File: src/rtl/rv32i_pkg.sv
// Shared types for the issue-side register file controller.
package rv32i_pkg;

    typedef logic [4:0] reg_addr_t;

    typedef enum logic [1:0] {
        IDLE = 2'd0,
        READ = 2'd1,
        OUT  = 2'd2
    } ctrl_state_e;

    localparam int NUM_WB = 2;

    // x0 is hardwired, so it never counts as busy.
    function automatic logic is_busy(input logic [31:0] busy, input reg_addr_t addr);
        return (addr != 5'd0) && busy[addr];
    endfunction

endpackage

File: src/rtl/rr_arbiter2.sv
// Two-way round-robin arbiter; the grant is frozen while the caller holds lock.
module rr_arbiter2 (
    input  logic       clk,
    input  logic       rstn,
    input  logic [1:0] req,
    input  logic       lock,
    input  logic       advance,
    output logic       grant,
    output logic       grant_valid
);

    logic rr_ptr;
    logic lock_q;
    logic grant_q;
    logic pick;

    always_comb begin
        pick = rr_ptr;
        if (!req[rr_ptr]) pick = ~rr_ptr;
        if (lock_q) begin
            grant       = grant_q;
            grant_valid = req[grant_q];
        end else begin
            grant       = pick;
            grant_valid = |req;
        end
    end

    always_ff @(posedge clk) begin
        if (!rstn) begin
            rr_ptr  <= 1'b0;
            lock_q  <= 1'b0;
            grant_q <= 1'b0;
        end else begin
            lock_q  <= lock;
            grant_q <= grant;
            if (advance) rr_ptr <= ~grant;
        end
    end

endmodule

File: src/rtl/regfile_access_ctrl.sv
// Issue-side register file controller: busy scoreboard, operand read sequencing
// and round-robin arbitration of the single rd write port.
module regfile_access_ctrl
    import rv32i_pkg::*;
#(
    parameter int XLEN = 32
) (
    input  logic                        clk,
    input  logic                        rstn,
    input  logic                        i_iss_valid,
    output logic                        o_iss_ready,
    input  reg_addr_t                   i_iss_rs1,
    input  reg_addr_t                   i_iss_rs2,
    input  reg_addr_t                   i_iss_rd,
    input  logic                        i_iss_rd_en,
    output logic                        o_rs1_arvalid,
    input  logic                        i_rs1_arready,
    output reg_addr_t                   o_rs1_araddr,
    input  logic [XLEN-1:0]             i_rs1_rdata,
    output logic                        o_rs2_arvalid,
    input  logic                        i_rs2_arready,
    output reg_addr_t                   o_rs2_araddr,
    input  logic [XLEN-1:0]             i_rs2_rdata,
    output logic                        o_op_valid,
    input  logic                        i_op_ready,
    output logic [XLEN-1:0]             o_op_rs1,
    output logic [XLEN-1:0]             o_op_rs2,
    input  logic [NUM_WB-1:0]           i_wb_valid,
    output logic [NUM_WB-1:0]           o_wb_ready,
    input  reg_addr_t [NUM_WB-1:0]      i_wb_addr,
    input  logic [NUM_WB-1:0][XLEN-1:0] i_wb_data,
    output logic                        o_rd_wvalid,
    input  logic                        i_rd_wready,
    output reg_addr_t                   o_rd_waddr,
    output logic [XLEN-1:0]             o_rd_wdata,
    output logic                        o_spurious_wb,
    output logic [31:0]                 o_busy,
    output ctrl_state_e                 o_state
);

    // Every channel transfers on the cycle where valid && ready are both high;
    // a valid, once raised, holds its payload stable until that cycle.
    ctrl_state_e     state_q, state_d;
    logic [31:0]     busy_q, busy_d;
    reg_addr_t       rs1_addr_q, rs2_addr_q;
    logic            rs1_pend_q, rs2_pend_q;
    logic [XLEN-1:0] op_rs1_q, op_rs2_q;
    logic            spur_q;
    logic            wb_grant, wb_gvalid;
    logic            iss_hs, rs1_hs, rs2_hs, wb_hs;

    assign iss_hs = i_iss_valid && o_iss_ready;
    assign rs1_hs = o_rs1_arvalid && i_rs1_arready;
    assign rs2_hs = o_rs2_arvalid && i_rs2_arready;
    assign wb_hs  = o_rd_wvalid && i_rd_wready;

    assign o_busy        = busy_q;
    assign o_state       = state_q;
    assign o_rs1_araddr  = rs1_addr_q;
    assign o_rs2_araddr  = rs2_addr_q;
    assign o_op_rs1      = op_rs1_q;
    assign o_op_rs2      = op_rs2_q;
    assign o_spurious_wb = spur_q;

    always_comb begin
        state_d       = state_q;
        o_iss_ready   = 1'b0;
        o_rs1_arvalid = 1'b0;
        o_rs2_arvalid = 1'b0;
        o_op_valid    = 1'b0;
        case (state_q)
            IDLE: begin
                o_iss_ready = !is_busy(busy_q, i_iss_rs1) && !is_busy(busy_q, i_iss_rs2) &&
                              !(i_iss_rd_en && is_busy(busy_q, i_iss_rd));
                if (i_iss_valid && o_iss_ready) state_d = READ;
            end
            READ: begin
                o_rs1_arvalid = rs1_pend_q;
                o_rs2_arvalid = rs2_pend_q;
                if ((!rs1_pend_q || i_rs1_arready) && (!rs2_pend_q || i_rs2_arready))
                    state_d = OUT;
            end
            OUT: begin
                o_op_valid = 1'b1;
                if (i_op_ready) state_d = IDLE;
            end
            default: state_d = IDLE;
        endcase
    end

    rr_arbiter2 u_arb (
        .clk         (clk),
        .rstn        (rstn),
        .req         (i_wb_valid),
        .lock        (o_rd_wvalid && !i_rd_wready),
        .advance     (wb_hs),
        .grant       (wb_grant),
        .grant_valid (wb_gvalid)
    );

    // Write port outputs are zeroed when nothing is granted.
    always_comb begin
        o_rd_wvalid = wb_gvalid;
        o_rd_waddr  = 5'd0;
        o_rd_wdata  = '0;
        o_wb_ready  = '0;
        if (wb_gvalid) begin
            o_rd_waddr           = i_wb_addr[wb_grant];
            o_rd_wdata           = i_wb_data[wb_grant];
            o_wb_ready[wb_grant] = i_rd_wready;
        end
    end

    always_comb begin
        busy_d = busy_q;
        if (wb_hs) busy_d[o_rd_waddr] = 1'b0;
        if (iss_hs && i_iss_rd_en) busy_d[i_iss_rd] = 1'b1;
        busy_d[0] = 1'b0;
    end

    always_ff @(posedge clk) begin
        if (!rstn) begin
            state_q    <= IDLE;
            busy_q     <= '0;
            rs1_addr_q <= 5'd0;
            rs2_addr_q <= 5'd0;
            rs1_pend_q <= 1'b0;
            rs2_pend_q <= 1'b0;
            op_rs1_q   <= '0;
            op_rs2_q   <= '0;
            spur_q     <= 1'b0;
        end else begin
            state_q <= state_d;
            busy_q  <= busy_d;
            spur_q  <= wb_hs && (o_rd_waddr != 5'd0) && !busy_q[o_rd_waddr];
            if (iss_hs) begin
                rs1_addr_q <= i_iss_rs1;
                rs2_addr_q <= i_iss_rs2;
                rs1_pend_q <= 1'b1;
                rs2_pend_q <= 1'b1;
            end
            if (rs1_hs) begin
                op_rs1_q   <= i_rs1_rdata;
                rs1_pend_q <= 1'b0;
            end
            if (rs2_hs) begin
                op_rs2_q   <= i_rs2_rdata;
                rs2_pend_q <= 1'b0;
            end
        end
    end

endmodule

File: config.mk
export PLATFORM = sky130hd
export DESIGN_NAME = regfile_access_ctrl
export DESIGN_NICKNAME = d
export VERILOG_FILES = /design/src/rtl/rv32i_pkg.sv /design/src/rtl/rr_arbiter2.sv /design/src/rtl/regfile_access_ctrl.sv
export SDC_FILE = /design/constraint.sdc
export NUM_CORES = 1
export LEC_CHECK = 0
export ABC_AREA = 1
export BUFFER_PORTS_ARGS = -buffer_cell sky130_fd_sc_hd__buf_2
export CAP_MARGIN = 20
export CORE_AREA = 2 2 122 124
export CTS_BUF_LIST = sky130_fd_sc_hd__clkbuf_4 sky130_fd_sc_hd__clkbuf_8
export DETAILED_ROUTE_END_ITERATION = 6
export DIE_AREA = 0 0 124 126
export PLACE_DENSITY = 0.81
export SETUP_SLACK_MARGIN = 0.05
export SYNTH_ARGS = -nofsm -noshare
export SYNTH_HDL_FRONTEND = slang
export SYNTH_HIERARCHICAL = 1
export SYNTH_SLANG_ARGS = --single-unit
File: constraint.sdc
create_clock -name clk -period 3 [get_ports clk]
set_clock_uncertainty 0.15 [all_clocks]
set_input_delay 0.6 -clock clk [delete_from_list [all_inputs] [get_ports clk]]
set_output_delay 0.6 -clock clk [all_outputs]
set_load 0.1 [all_outputs]
; ---- Word level (Yosys, flattened, before mapping)
; Index checks and enable logic that the tools add are counted.
[totals]
ff_bits = 114
inputBits = 163
out_inout_bits = 153
elab_cells = 110
[op_classes]
n_lt_le_gt_ge = 10
n_eq_ne = 5
n_mux = 38
bitwise = 7
reduce_logical = 37
[ops]
columns = cell, n
row1 = 2-to-1 mux 32 bit, 5
row2 = AND 32 bit, 1
row3 = NOT 32 bit, 1
row4 = bitwise OR 32 bit, 1
row5 = < comparator 5 x 6 -> 1 bit (second input constant), 4
row6 = binary-select mux 1 bit (select 5 bit), 4
row7 = nonzero test 5 bit, 4
row8 = logical AND 1 bit, 19
row9 = 2-to-1 mux 1 bit, 18
row10 = 2-to-1 mux 5 bit, 3
row11 = demux 1 bit (select 5 bit), 2
row12 = greater-or-equal comparator 5 x 1 -> 1 bit (second input constant), 2
row13 = 2-to-1 mux 2 bit, 4
row14 = zero test 1 bit, 7
row15 = < comparator 1 x 2 -> 1 bit (second input constant), 3
row16 = inequality test 2 bit (second input constant), 3
row17 = one-hot mux 2 bit (3 select lines), 1
row18 = OR reduction 2 bit, 3
row19 = NOT 1 bit, 3
row20 = AND reduction 3 bit, 1
row21 = AND 2 bit, 1
row22 = == test 2 x 1 -> 1 bit (second input constant), 1
row23 = == test 2 bit (second input constant), 1
row24 = zero test 2 bit, 1
row25 = other kinds (3), 4

; ---- Longest topological paths before layout
; Gate-level depths: netlist (run 1).
[logic_depth]
depth_word = 16
ltp_mapped = 18
ltp_nobuf = 16

; ---- Cells and area by module
; The synthesis (run 1) kept the hierarchy.
[modules_own_cells]
columns = module, n_inst, cells_each, area_each_um2, seq_area_each_um2
row1 = regfile_access_ctrl, 1, 1012, 6187.2, 2202.1
row2 = rr_arbiter2, 1, 24, 166.4, 60.1

; ---- Worst setup path after synthesis (run 1)
; Ideal clock, no wire load.
[synth_timing]
path_kind = input port to flip-flop
start = input i_wb_valid[0]
end = register busy_q[29], in the netlist o_busy[29]
setup_ns = 0.132
arrival_time_ns = 5.004
required_time_ns = 2.718
path_slack_ns = -2.286
path_stages = 10
path_buffers = 0
cell_sequence = inv_1 a21oi_1 a21o_1 inv_1 nor3_1 inv_1 nor2_1 nand2_1 o21ai_0 a21oi_1
[synth_between]
elab_cells_between_ends = 22
classes_between = 2 x order compare / 14 x mux / 3 x bitwise / 3 x reduce/logical
[synth_rtl]
columns = item, line_no
row1 = from (decl), regfile_access_ctrl.sv:28  ; input logic [NUM_WB-1:0] i_wb_valid,
row2 = 2-to-1 mux 1 bit (implied by the code) (2 in series), rr_arbiter2.sv:22  ; grant_valid = req[grant_q];
row3 = 2-to-1 mux 1 bit (*), rr_arbiter2.sv:20  ; if (lock_q) begin
row4 = net o_rd_wvalid, regfile_access_ctrl.sv:32  ; output logic o_rd_wvalid,
row5 = 2-to-1 mux 5 bit (*), regfile_access_ctrl.sv:107  ; if (wb_gvalid) begin
row6 = net o_rd_waddr[3], regfile_access_ctrl.sv:34  ; output reg_addr_t o_rd_waddr,
row7 = < comparator 5 x 6 -> 1 bit (implied by the code) or greater-or-equal comparator 5 x 1 -> 1 bit (tied branches), regfile_access_ctrl.sv:116  ; if (wb_hs) busy_d[o_rd_waddr] = 1'b0;
row8 = logical AND 1 bit (implied by the code), regfile_access_ctrl.sv:116
row9 = 2-to-1 mux 1 bit (implied by the code), regfile_access_ctrl.sv:116
row10 = demux 1 bit (select 5 bit) (*), regfile_access_ctrl.sv:116
row11 = NOT 32 bit (no source line) (*), -
row12 = AND 32 bit (no source line) (*), -
row13 = 2-to-1 mux 32 bit (*), regfile_access_ctrl.sv:116
row14 = bitwise OR 32 bit (no source line), -
row15 = 2-to-1 mux 32 bit (*), regfile_access_ctrl.sv:117  ; if (iss_hs && i_iss_rd_en) busy_d[i_iss_rd] = 1'b1;
row16 = to (signal assigned), regfile_access_ctrl.sv:134  ; busy_q <= busy_d;
row17 = to (decl), regfile_access_ctrl.sv:44  ; logic [31:0] busy_q, busy_d;
; Mark *: on every way through the listed nets, which the timed path passes. The rest lies on a longest branch. The select of a mux whose other input is x is not followed.
; A chain may end at the register's enable or synchronous reset.

; ---- Worst setup path after layout (run 1)
[layout_timing]
start = input i_iss_rd[0]
end = output o_iss_ready
[layout_between]
elab_chain_len = 7
elab_cells_between_ends = 8
classes_between = 3 x mux / 5 x reduce/logical
[layout_rtl]
columns = item, line_no
row1 = from (decl), regfile_access_ctrl.sv:14  ; input reg_addr_t i_iss_rd,
row2 = binary-select mux 1 bit (select 5 bit), rv32i_pkg.sv:16  ; return (addr != 5'd0) && busy[addr];
row3 = 2-to-1 mux 1 bit (implied by the code), rv32i_pkg.sv:16
row4 = logical AND 1 bit (*), rv32i_pkg.sv:16
row5 = logical AND 1 bit (*), regfile_access_ctrl.sv:74  ; !(i_iss_rd_en && is_busy(busy_q, i_iss_rd));
row6 = zero test 1 bit (*), regfile_access_ctrl.sv:74
row7 = logical AND 1 bit (*), regfile_access_ctrl.sv:73  ; o_iss_ready = !is_busy(busy_q, i_iss_rs1) && !is_busy(busy_q, i_iss_rs2) &&
row8 = 2-to-1 mux 1 bit (*), regfile_access_ctrl.sv:71  ; case (state_q)
row9 = to (decl), regfile_access_ctrl.sv:11  ; output logic o_iss_ready,
; Every way passes the cells marked *; elsewhere a longest branch is shown, timed or not. The select of a mux whose other input is x is not followed.

==> run metrics, run 1 <==
routability cong.=0.995; hold buffers post-CTS=0; Comb power frac=39.9%; status=finished, final reports clean; crit-path max FO=11; IO Port Bufs=314; Post-synth EDFFs=0; crit end category=output port; worst reg-to-reg setup slack=480 ps; Commonest cells post-synth=nand2_1, nor2_1, a21oi_1; Avg WL per Cell=15.9 microns; top layer in use=met4; Fmax achieved=353 MHz; initial antenna violation count=1; core area=14300 sq um; largest net degree at the start of global routing=42; RSZ-0062 raised after global routing=yes; initial core utilization=44.4%; CTS max path bufs=2; total power=4.88 mW; pwr/cell area=517 nW/um^2; vias per inst=5.44; Avg Inst Size Synth=6.13 sq um; Flop pwr share=31.8%; Metal-1 WL=9.51 mm; DRT Wirelength=24.3 mm; startpoint types=input pin; die height=126 microns; # IOs=316; GRT Residual Overflow=0; Maximum Capacitance Violations=0; Hold/Removal Path Class=in -> reg; DRC=0; Async S/R FF share, synth=0%; Clock Tree Root=clkbuf_8; worst endpoint required time=2250 ps; biggest area consumer among synthesized cells=dfxtp_1; First-pass DRT Iterations=6; Setup Viol. Count Final=0; worst r2r path cells=14; CTS tree=built; DP Area=9040 sq um; Sw Share=42.0%; Die W=124 microns; # nets final=1491; hold path startpoint=i_rd_wready; final worst slack=171 ps; IR Drop Worst-Case VDD=0.451 mV; All-Layer GR Usage=30.8%; capture point of the critical path=o_iss_ready; synthesis-to-finish area growth=48.6%; CP Data Arrival Time=2080 ps; Synth top area share=35.6%; worst setup path startpoint=i_iss_rd[0]; FF-to-FF Start=u_arb/lock_q$_SDFF_PN0_; first-pass GRT wire length=38.5 mm; flops & latches, synth=113; via count=8306; critical path class=in -> out; ys flop type=dfxtp_1; Net Sw Power=2.05 mW; WL met2=11.7 mm; Post-Syn Nets=1199; H-tree Lvls=4; final slew viol count=0; Die ar.=15600 sq um; Ys Warns=6; hpwl dp=18.2 mm; met3 routed WL=2.33 mm; Clk network pwr share=28.3%; total CTS buffers=17; pre-CTS setup slack=118 ps; Slew @ Worst Pin=615 ps; DRT iter0 DRCs=718; Final Cell Area=9440 sq um; clk slew on worst S/H paths=70 ps; minimum clock period=2830 ps; count of final hold-check violations=0; layout cells sized above 1=33.2%; number of global-route vias before repair=7827; Pint=2.83 mW; Mapped Cells=1036; clock sinks=113; postcts setup bufs=0; sequential fraction of the synthesis area=35.6%; Synth area leaders=dfxtp_1, nand2_1, a21oi_1, nand3_1, nor2_1; max_slew headroom=59.0%; leakage=4.32 nW; final core utilization=66.0%; post-synthesis cell type count=30; r2r endpoint=o_busy[29]$_SDFF_PN0_; worst-skew pair later-pin latency=420 ps; Resize count post-CTS=0; Netlist Area Pre-Place=6350 sq um; Tcrit/Tclk final=94.3%; count leader, synth=nand2_1; Rows=44; ANT nets after route=0
## per-layer routing
| layer | up-vias | GRT usage [%] |
|---|---|---|
| li1 | 4000 | - |
| met1 | 3766 | 38.3 |
| met4 | 0 | 13.1 |
| met3 | 79 | 8.29 |
| met2 | 461 | 49.8 |
| met5 | - | 0 |
## cells in the final DEF, fill, tap and decap left out, drive strengths merged
| cell type | Yosys | final |
|---|---|---|
| buf | 23 | 338 |
| nand2 | 285 | 285 |
| nor2 | 133 | 133 |
| a21oi | 116 | 116 |
| dfxtp | 113 | 113 |
| nand3 | 111 | 111 |
| inv | 74 | 73 |
| o21ai | 71 | 71 |
| nand4 | 33 | 33 |
| clkbuf | 44 | 22 |
| nor3 | 13 | 13 |
| clkinvlp | 0 | 7 |
| a22oi | 6 | 6 |
| o2111ai | 5 | 5 |
| clkinv | 0 | 5 |
| o211ai | 4 | 4 |
| diode | 0 | 1 |
| or2 | 1 | 1 |
| o22ai | 1 | 1 |
| a211oi | 1 | 1 |
| conb | 1 | 1 |
| bufinv | 0 | 1 |
| a21o | 1 | 1 |
## metrics by stage
stage                     hold slack (ps)  setup TNS (ps)  std cells
after floorplan                       302           -1950       1036
after global placement                295               0       1493
after detailed placement              299               0       1493
after CTS                             258               0       1525
after global routing                  278           -9.01       1526
final                                 293               0       1526
## state kept, by name (all words and copies together), names as in the netlist, 2 cells and up
signal,flops
o_op_rs1,32
o_op_rs2,32
o_state,2
o_rs2_araddr,5
o_rs1_araddr,5
o_busy,31
## power by group through the flow
stage	registers [mW]	logic, mW	clock network, mW
after global placement	1.59	1.92	0
after CTS	1.55	1.94	1.40
after detailed placement	1.59	1.94	0
after global routing	1.56	2.04	1.47
final	1.55	1.95	1.38
after floorplan	1.76	1.11	0
## area by class of cell
class	instances	area, sq um
timing repair buffer	340	2430
clock inverter	12	109
inverter	74	298
clock buffer	20	275
tap	184	230
fill	1304	4870
antenna	1	2.50
sequential	113	2260
multi-input combinational	782	3840
## how the worst min path moves through the flow
stage                                      to  depth (start not counted)  slack [ps]
floorplan             rs2_pend_q$_SDFFE_PP0P_                          2         300
global placement     o_op_rs1[6]$_SDFFE_PN0P_                          2         290
detailed placement  o_op_rs2[12]$_SDFFE_PN0P_                          2         300
CTS                   u_arb/lock_q$_SDFF_PN0_                          4         260
global route        o_op_rs2[17]$_SDFFE_PN0P_                          3         280
finish                u_arb/lock_q$_SDFF_PN0_                          4         290
## worst max-delay path: stages
cell and delay (ps):
buf_2 180, buf_4 200, nand2_1 70, nand2_1 70
nand2_1 80, nand2_1 60, nand2_1 60, nand2_1 50
nor2_1 90, nand2_1 80, nand2_1 60, nand2_1 90
nor3_4 180, buf_12 210
## logic make-up after synthesis
logic type / after synthesis / synth area share (%)
buf+inv: 141 / 9.02
simple gates: 576 / 38.4
compound gates: 205 / 16.9
other cells: 1 / 0.0590
flops: 113 / 35.6
Note: power is estimated with default switching activity, not from simulation.
==> inputs of run 2 (changes only) <==
--- a/config.mk
+++ b/config.mk
@@ -5,14 +5,14 @@
 export SDC_FILE = /design/constraint.sdc
 export NUM_CORES = 1
 export LEC_CHECK = 0
-export ABC_AREA = 1
 export BUFFER_PORTS_ARGS = -buffer_cell sky130_fd_sc_hd__buf_2
 export CAP_MARGIN = 20
-export CORE_AREA = 2 2 122 124
+export CORE_AREA = 2 2 121 123
 export CTS_BUF_LIST = sky130_fd_sc_hd__clkbuf_4 sky130_fd_sc_hd__clkbuf_8
+export CTS_CLUSTER_DIAMETER = 30
 export DETAILED_ROUTE_END_ITERATION = 6
-export DIE_AREA = 0 0 124 126
-export PLACE_DENSITY = 0.81
+export DIE_AREA = 0 0 123 125
+export PLACE_DENSITY = 0.82
 export SETUP_SLACK_MARGIN = 0.05
 export SYNTH_ARGS = -nofsm -noshare
 export SYNTH_HDL_FRONTEND = slang
==> run metrics, run 2 <==
Async S/R FF share, synth=0% (unchanged); flops & latches, synth=113 (unchanged); ANT nets after route=0 (unchanged); first-pass GRT wire length=35.4 mm (was 38.5 mm); vias per inst=5.47 (was 5.44); worst-skew pair later-pin latency=450 ps (was 420 ps); Ys Warns=6 (unchanged); layout cells sized above 1=51.1% (was 33.2%); # nets final=1255 (was 1491); All-Layer GR Usage=29.6% (was 30.8%); Min Hold Slack=249 ps (was 293 ps); Fillers=997 (was 1304); failing checks=negative setup slack; DRT Wirelength=24.1 mm (was 24.3 mm); GRT Residual Overflow=0 (unchanged); initial antenna violation count=0 (was 1); Synth top area share=36.1% (was 35.6%); post-synthesis cell type count=51 (was 30); Clk network pwr share=27.6% (was 28.3%); sequential fraction of the synthesis area=36.1% (was 35.6%); worst endpoint required time=2250 ps (about the same); final core utilization=74.0% (was 66.0%); DRT iter0 DRCs=555 (was 718); via count=7048 (was 8306); hpwl dp=16.7 mm (was 18.2 mm); CP Data Arrival Time=2510 ps (was 2080 ps); Die W=123 microns (was 124 microns); Slew @ Worst Pin=537 ps (was 615 ps); Setup Viol. Count Final=1 (was 0); DRC=0 (unchanged); number of global-route vias before repair=6639 (was 7827); First-pass DRT Iterations=5 (was 6); most frequent cells in the layout=buf_2, nand2_1, dfxtp_1 (was nand2_1, buf_2, a21oi_1); Post-Syn Nets=885 (was 1199); count of final hold-check violations=0 (unchanged); pre-CTS setup slack=-310 ps (was 118 ps); count leader, synth=nand2_1 (unchanged); Flop pwr share=30.7% (was 31.8%); clock sinks=113 (unchanged); DP Area=9330 sq um (was 9040 sq um); initial core utilization=44.1% (was 44.4%); CTS tree=built (unchanged); Net Sw Power=1.98 mW (was 2.05 mW); fin cells=1289 (was 1526); ys flop type=dfxtp_1 (unchanged); # IOs=316 (unchanged); pwr/cell area=479 nW/um^2 (was 517 nW/um^2); routability cong.=0.963 (was 0.995); Inst Count DP=1232 (was 1493); final worst slack=-263 ps (was 171 ps); Clock Tree Root=clkbuf_8 (unchanged); Maximum Capacitance Violations=0 (unchanged); Hold/Removal Path Class=in -> reg (unchanged); Avg WL per Cell=18.7 microns (was 15.9 microns); die height=125 microns (was 126 microns); Setup TNS=-263 ps (was 0 ps); synthesis-to-finish area growth=67.7% (was 48.6%); Pint=3.05 mW (was 2.83 mW); hold buffers post-CTS=0 (unchanged); final slew viol count=0 (unchanged); Die ar.=15400 sq um (was 15600 sq um); leakage=4.76 nW (was 4.32 nW); Mapped Cells=722 (was 1036); critical path class=reg -> out (was in -> out); Commonest cells post-synth=nand2_1, dfxtp_1, mux2i_1 (was nand2_1, nor2_1, a21oi_1); Post-synth EDFFs=0 (unchanged); clk slew on worst S/H paths=80 ps (was 70 ps); IR Drop Worst-Case VDD=0.302 mV (was 0.451 mV); crit end category=output port (unchanged); total power=5.03 mW (was 4.88 mW); commonest non-fill, non-tap cell in the layout=buf_2 (was nand2_1); Fmax achieved=306 MHz (was 353 MHz); Avg Inst Size Synth=8.68 sq um (was 6.13 sq um); status=finished, violations left (was finished, final reports clean); Synth area leaders=dfxtp_1, mux2i_1, nand2_1, a21boi_0, mux4_2 (was dfxtp_1, nand2_1, a21oi_1, nand3_1, nor2_1); minimum clock period=3260 ps (was 2830 ps); Sw Share=39.4% (was 42.0%); H-tree Lvls=4 (unchanged); biggest area consumer among synthesized cells=dfxtp_1 (unchanged); core area=14200 sq um (was 14300 sq um); startpoint types=flip-flop (was input pin); Register Area=2280 sq um (was 2260 sq um); crit-path max FO=3 (was 11); Multi-input gate area=4420 sq um (was 3840 sq um); IO Port Bufs=314 (unchanged); diode count=0 (was 1); RSZ-0062 raised after global routing=yes (unchanged); Final Cell Area=10500 sq um (was 9440 sq um); Netlist Area Pre-Place=6270 sq um (was 6350 sq um); Comb power frac=41.7% (was 39.9%); max_slew headroom=64.1% (was 59.0%); Tcrit/Tclk final=109% (was 94.3%); total CTS buffers=17 (unchanged); CTS max path bufs=2 (unchanged); Rows=44 (unchanged); largest net degree at the start of global routing=124 (was 42)
-- run 2: final timing paths --
kind	start	endpoint	slack [ps]	cells after the start
max	o_busy[22]$_SDFF_PN0_	o_iss_ready	-260	6
min	i_rs2_rdata[14]	o_op_rs2[14]$_SDFFE_PN0P_	250	3
max reg2reg	o_busy[22]$_SDFF_PN0_	o_busy[10]$_SDFF_PN0_	90	7
min reg2reg	o_rs1_araddr[2]$_SDFFE_PN0P_	o_rs1_araddr[2]$_SDFFE_PN0P_	310	2
-- run 2: per-layer routing --
| metal | share of wire, % | wire length, microns | up-vias | global-route usage (%) |
|---|---|---|---|---|
| met5 | 0 | 0 | - | 0 |
| met1 | 37 | 8900 | 3286 | 35.3 |
| met3 | 9.2 | 2210 | 61 | 7.12 |
| li1 | - | - | 3312 | - |
| met2 | 51 | 12200 | 389 | 50.7 |
| met4 | 3.3 | 806 | 0 | 11.7 |
-- run 2: power by group through the flow --
| stage | Clock [mW] | Sequential (mW) | Combinational [mW] |
|---|---|---|---|
| floorplan | 0 | 1.74 | 1.02 |
| global placement | 0 | 1.58 | 1.76 |
| detailed placement | 0 | 1.58 | 1.78 |
| CTS | 1.41 | 1.54 | 1.99 |
| global route | 1.49 | 1.55 | 2.16 |
| finish | 1.39 | 1.55 | 2.10 |
-- run 2: repair_timing --
item / 4_1_cts / 5_1_grt
setup buffers: 16 / 10
cloned: 2 / 0
resized for setup: 71 / 36
setup endpoints to repair: 25 / 48
pin swaps: 4 / 5
-- run 2: worst max-delay path, cell delays in order, from the launching register on --
cell and delay [ps]:
dfxtp_2 330, mux4_2 480, o2111a_1 260, or4_1 400, a211o_1 290, nor2b_4 140
buf_12 180
-- run 2: cells by family after synthesis --
| group | count (synthesis) | share of synthesized area (%) |
|---|---|---|
| and+or+nand+nor | 280 | 20.9 |
| AOI/OAI and AO/OA | 161 | 19.3 |
| DFF | 113 | 36.1 |
| muxes | 101 | 19.1 |
| buffers and inverters | 66 | 4.45 |
| other | 1 | 0.0598 |
-- run 2: final cells by class --
cell class | count | area share, %
clock inverters | 15 | 1.43
multi-input cells | 543 | 42.1
clock buffers | 17 | 2.23
inverters | 9 | 0.500
flip-flops and latches | 113 | 21.7
well taps | 184 | 2.19
repair buffers | 408 | 29.9
==> inputs of run 3 (changes only) <==
--- a/config.mk
+++ b/config.mk
@@ -12,7 +12,7 @@
 export CTS_CLUSTER_DIAMETER = 30
 export DETAILED_ROUTE_END_ITERATION = 6
 export DIE_AREA = 0 0 123 125
-export PLACE_DENSITY = 0.82
+export PLACE_DENSITY = 0.79
 export SETUP_SLACK_MARGIN = 0.05
 export SYNTH_ARGS = -nofsm -noshare
 export SYNTH_HDL_FRONTEND = slang
==> run metrics, run 3 (same netlist as run 2, synthesis figures left out) <==
Fmax achieved=299 MHz (was 306 MHz); DRT iter0 DRCs=753 (was 555); Min Hold Slack=227 ps (was 249 ps); CP Data Arrival Time=2590 ps (was 2510 ps); Clock Tree Root=clkbuf_8 (unchanged); count of final hold-check violations=0 (unchanged); Tcrit/Tclk final=111% (was 109%); routability cong.=0.985 (was 0.963); Die ar.=15400 sq um (unchanged); worst path cell trace=mux4_2, nor2_2, nor4_1, or4_1, a211o_1, nor2b_4, buf_12 (was mux4_2, o2111a_1, or4_1, a211o_1, nor2b_4, buf_12); # nets final=1251 (was 1255); Fillers=857 (was 997); die height=125 microns (unchanged); max_slew headroom=38.3% (was 64.1%); Hold/Removal Path Class=in -> reg (unchanged); critical path class=reg -> out (unchanged); GRT Residual Overflow=0 (unchanged); hold path startpoint=i_rs2_rdata[27] (was i_rs2_rdata[14]); slowest CP cell=or4_1 (was mux4_2); RSZ-0062 raised after global routing=yes (unchanged); CTS max path bufs=2 (unchanged); Setup Viol. Count Final=32 (was 1); via count=7367 (was 7048); CTS tree=built (unchanged); synthesis-to-finish area growth=74.1% (was 67.7%); initial antenna violation count=1 (was 0); r2r endpoint=o_busy[18]$_SDFF_PN0_ (was o_busy[10]$_SDFF_PN0_); Max stage delay on crit path=480 ps (about the same); Avg WL per Cell=21.1 microns (was 18.7 microns); IR Drop Worst-Case VDD=0.309 mV (was 0.302 mV); pre-CTS setup slack=-306 ps (was -310 ps); vias per inst=5.73 (was 5.47); hold buffers post-CTS=0 (unchanged); initial core utilization=44.1% (unchanged); core area=14200 sq um (unchanged); clk slew on worst S/H paths=90 ps (was 80 ps); All-Layer GR Usage=29.4% (was 29.6%); clock sinks=113 (unchanged); # IOs=316 (unchanged); pwr/cell area=479 nW/um^2 (about the same); worst reg-to-reg setup slack=-110 ps (was 90 ps); worst endpoint required time=2250 ps (about the same); Maximum Capacitance Violations=0 (unchanged); Rows=44 (unchanged); leakage=4.83 nW (was 4.76 nW); most frequent cells in the layout=buf_2, nand2_1, dfxtp_1 (unchanged); worst setup path startpoint=o_busy[6]$_SDFF_PN0_ (was o_busy[22]$_SDFF_PN0_); DRC=1 (was 0); commonest non-fill, non-tap cell in the layout=buf_2 (unchanged); First-pass DRT Iterations=7 (was 5); ANT nets after route=0 (unchanged); Die W=123 microns (unchanged); total CTS buffers=17 (unchanged); failing checks=design-rule violations, negative setup slack (was negative setup slack); crit-path max FO=4 (was 3); final slew viol count=0 (unchanged); Slew @ Worst Pin=923 ps (was 537 ps); hpwl dp=16.9 mm (was 16.7 mm); IO Port Bufs=314 (unchanged); layout cells sized above 1=53.7% (was 51.1%); crit end category=output port (unchanged); FF-to-FF Start=o_busy[6]$_SDFF_PN0_ (was o_busy[22]$_SDFF_PN0_); final worst slack=-343 ps (was -263 ps); minimum clock period=3340 ps (was 3260 ps); DRT Wirelength=27.1 mm (was 24.1 mm); H-tree Lvls=4 (unchanged); first-pass GRT wire length=35.0 mm (was 35.4 mm); startpoint types=flip-flop (unchanged); status=finished, violations left (unchanged); worst r2r path cells=9 (was 7); worst-skew pair later-pin latency=470 ps (was 450 ps); number of global-route vias before repair=6493 (was 6639); largest net degree at the start of global routing=124 (unchanged); capture point of the critical path=o_iss_ready (unchanged)
-- run 3: cell count changes in the layout (fill, tap and decap cells not counted), moves of 5 or more --
cell | previous run | this run
buf_12 | 52 | 45
buf_8 | 5 | 0
clkbuf_16 | 0 | 6
mux2i_1 | 53 | 45
mux2i_4 | 24 | 31
o31ai_1 | 27 | 5
o31ai_4 | 0 | 20
-- run 3: final cells by class --
type,instances,area [sq um],share of cell area (%)
inverters,9,57.6,0.527
diodes,1,2.50,0.0229
flip-flops and latches,113,2280,20.9
multi-input cells,543,4810,44.1
repair buffers,404,3120,28.6
well taps,184,230,2.11
clock inverters,13,149,1.36
clock buffers,19,262,2.40
-- run 3: metal layers --
metal  share of wire (%)  global-route usage, %  vias to the layer above
li1                    -                      -                     3307
met1                  36                   35.1                     3398
met2                  49                   49.8                      512
met3                 9.5                   7.48                      150
met4                 5.3                   12.1                        0
met5                   0                      0                        -
-- run 3: timing repair --
item                                   CTS  global route
endpoints found under the hold margin    0             0
setup endpoints to repair               35            63
pin swaps                                4             4
buffers inserted                         4            10
cloned                                   0             7
resized for setup                       50           110
-- run 3: worst min-delay path by stage --
stage                                              end  slack (ps)  cells after the start
after floorplan                rs1_pend_q$_SDFFE_PP0P_         340                      1
after global placement    o_rs1_araddr[3]$_SDFFE_PN0P_         290                      2
after detailed placement  o_rs2_araddr[4]$_SDFFE_PN0P_         300                      2
after CTS                    o_op_rs2[27]$_SDFFE_PN0P_         210                      3
after global routing         o_op_rs2[30]$_SDFFE_PN0P_         220                      3
final                        o_op_rs2[27]$_SDFFE_PN0P_         230                      3
-- run 3: worst max-delay path, delay by kind of cell, from the launching register on --
family	cells	cell delay, ps
and+or+nand+nor	4	770
DFF	1	360
muxes	1	470
buffers and inverters	1	180
AOI/OAI and AO/OA	1	330
-- run 3: report_power, final --
group	switching [mW]	leakage (nW)	total, mW	internal [mW]
clock	0.732	0.200	1.53	0.795
combinational	1.31	3.71	2.15	0.847
sequential	0.0180	0.919	1.55	1.53
total	2.06	4.83	5.22	3.17
-- run 3: through the flow --
| step | instance area (sq um) | setup TNS (ps) | cells | total power, mW | util [%] |
|---|---|---|---|---|---|
| floorplan | 6680 | -2740 | 722 | 2.76 | - |
| global placement | 9330 | -7280 | 1232 | 3.32 | 65.7 |
| detailed placement | 9330 | -8730 | 1232 | 3.34 | 65.7 |
| CTS | 10000 | -324 | 1268 | 4.93 | 70.5 |
| global route | 10900 | -3680 | 1286 | 5.35 | 76.8 |
| finish | 10900 | -1680 | 1286 | 5.22 | 76.8 |
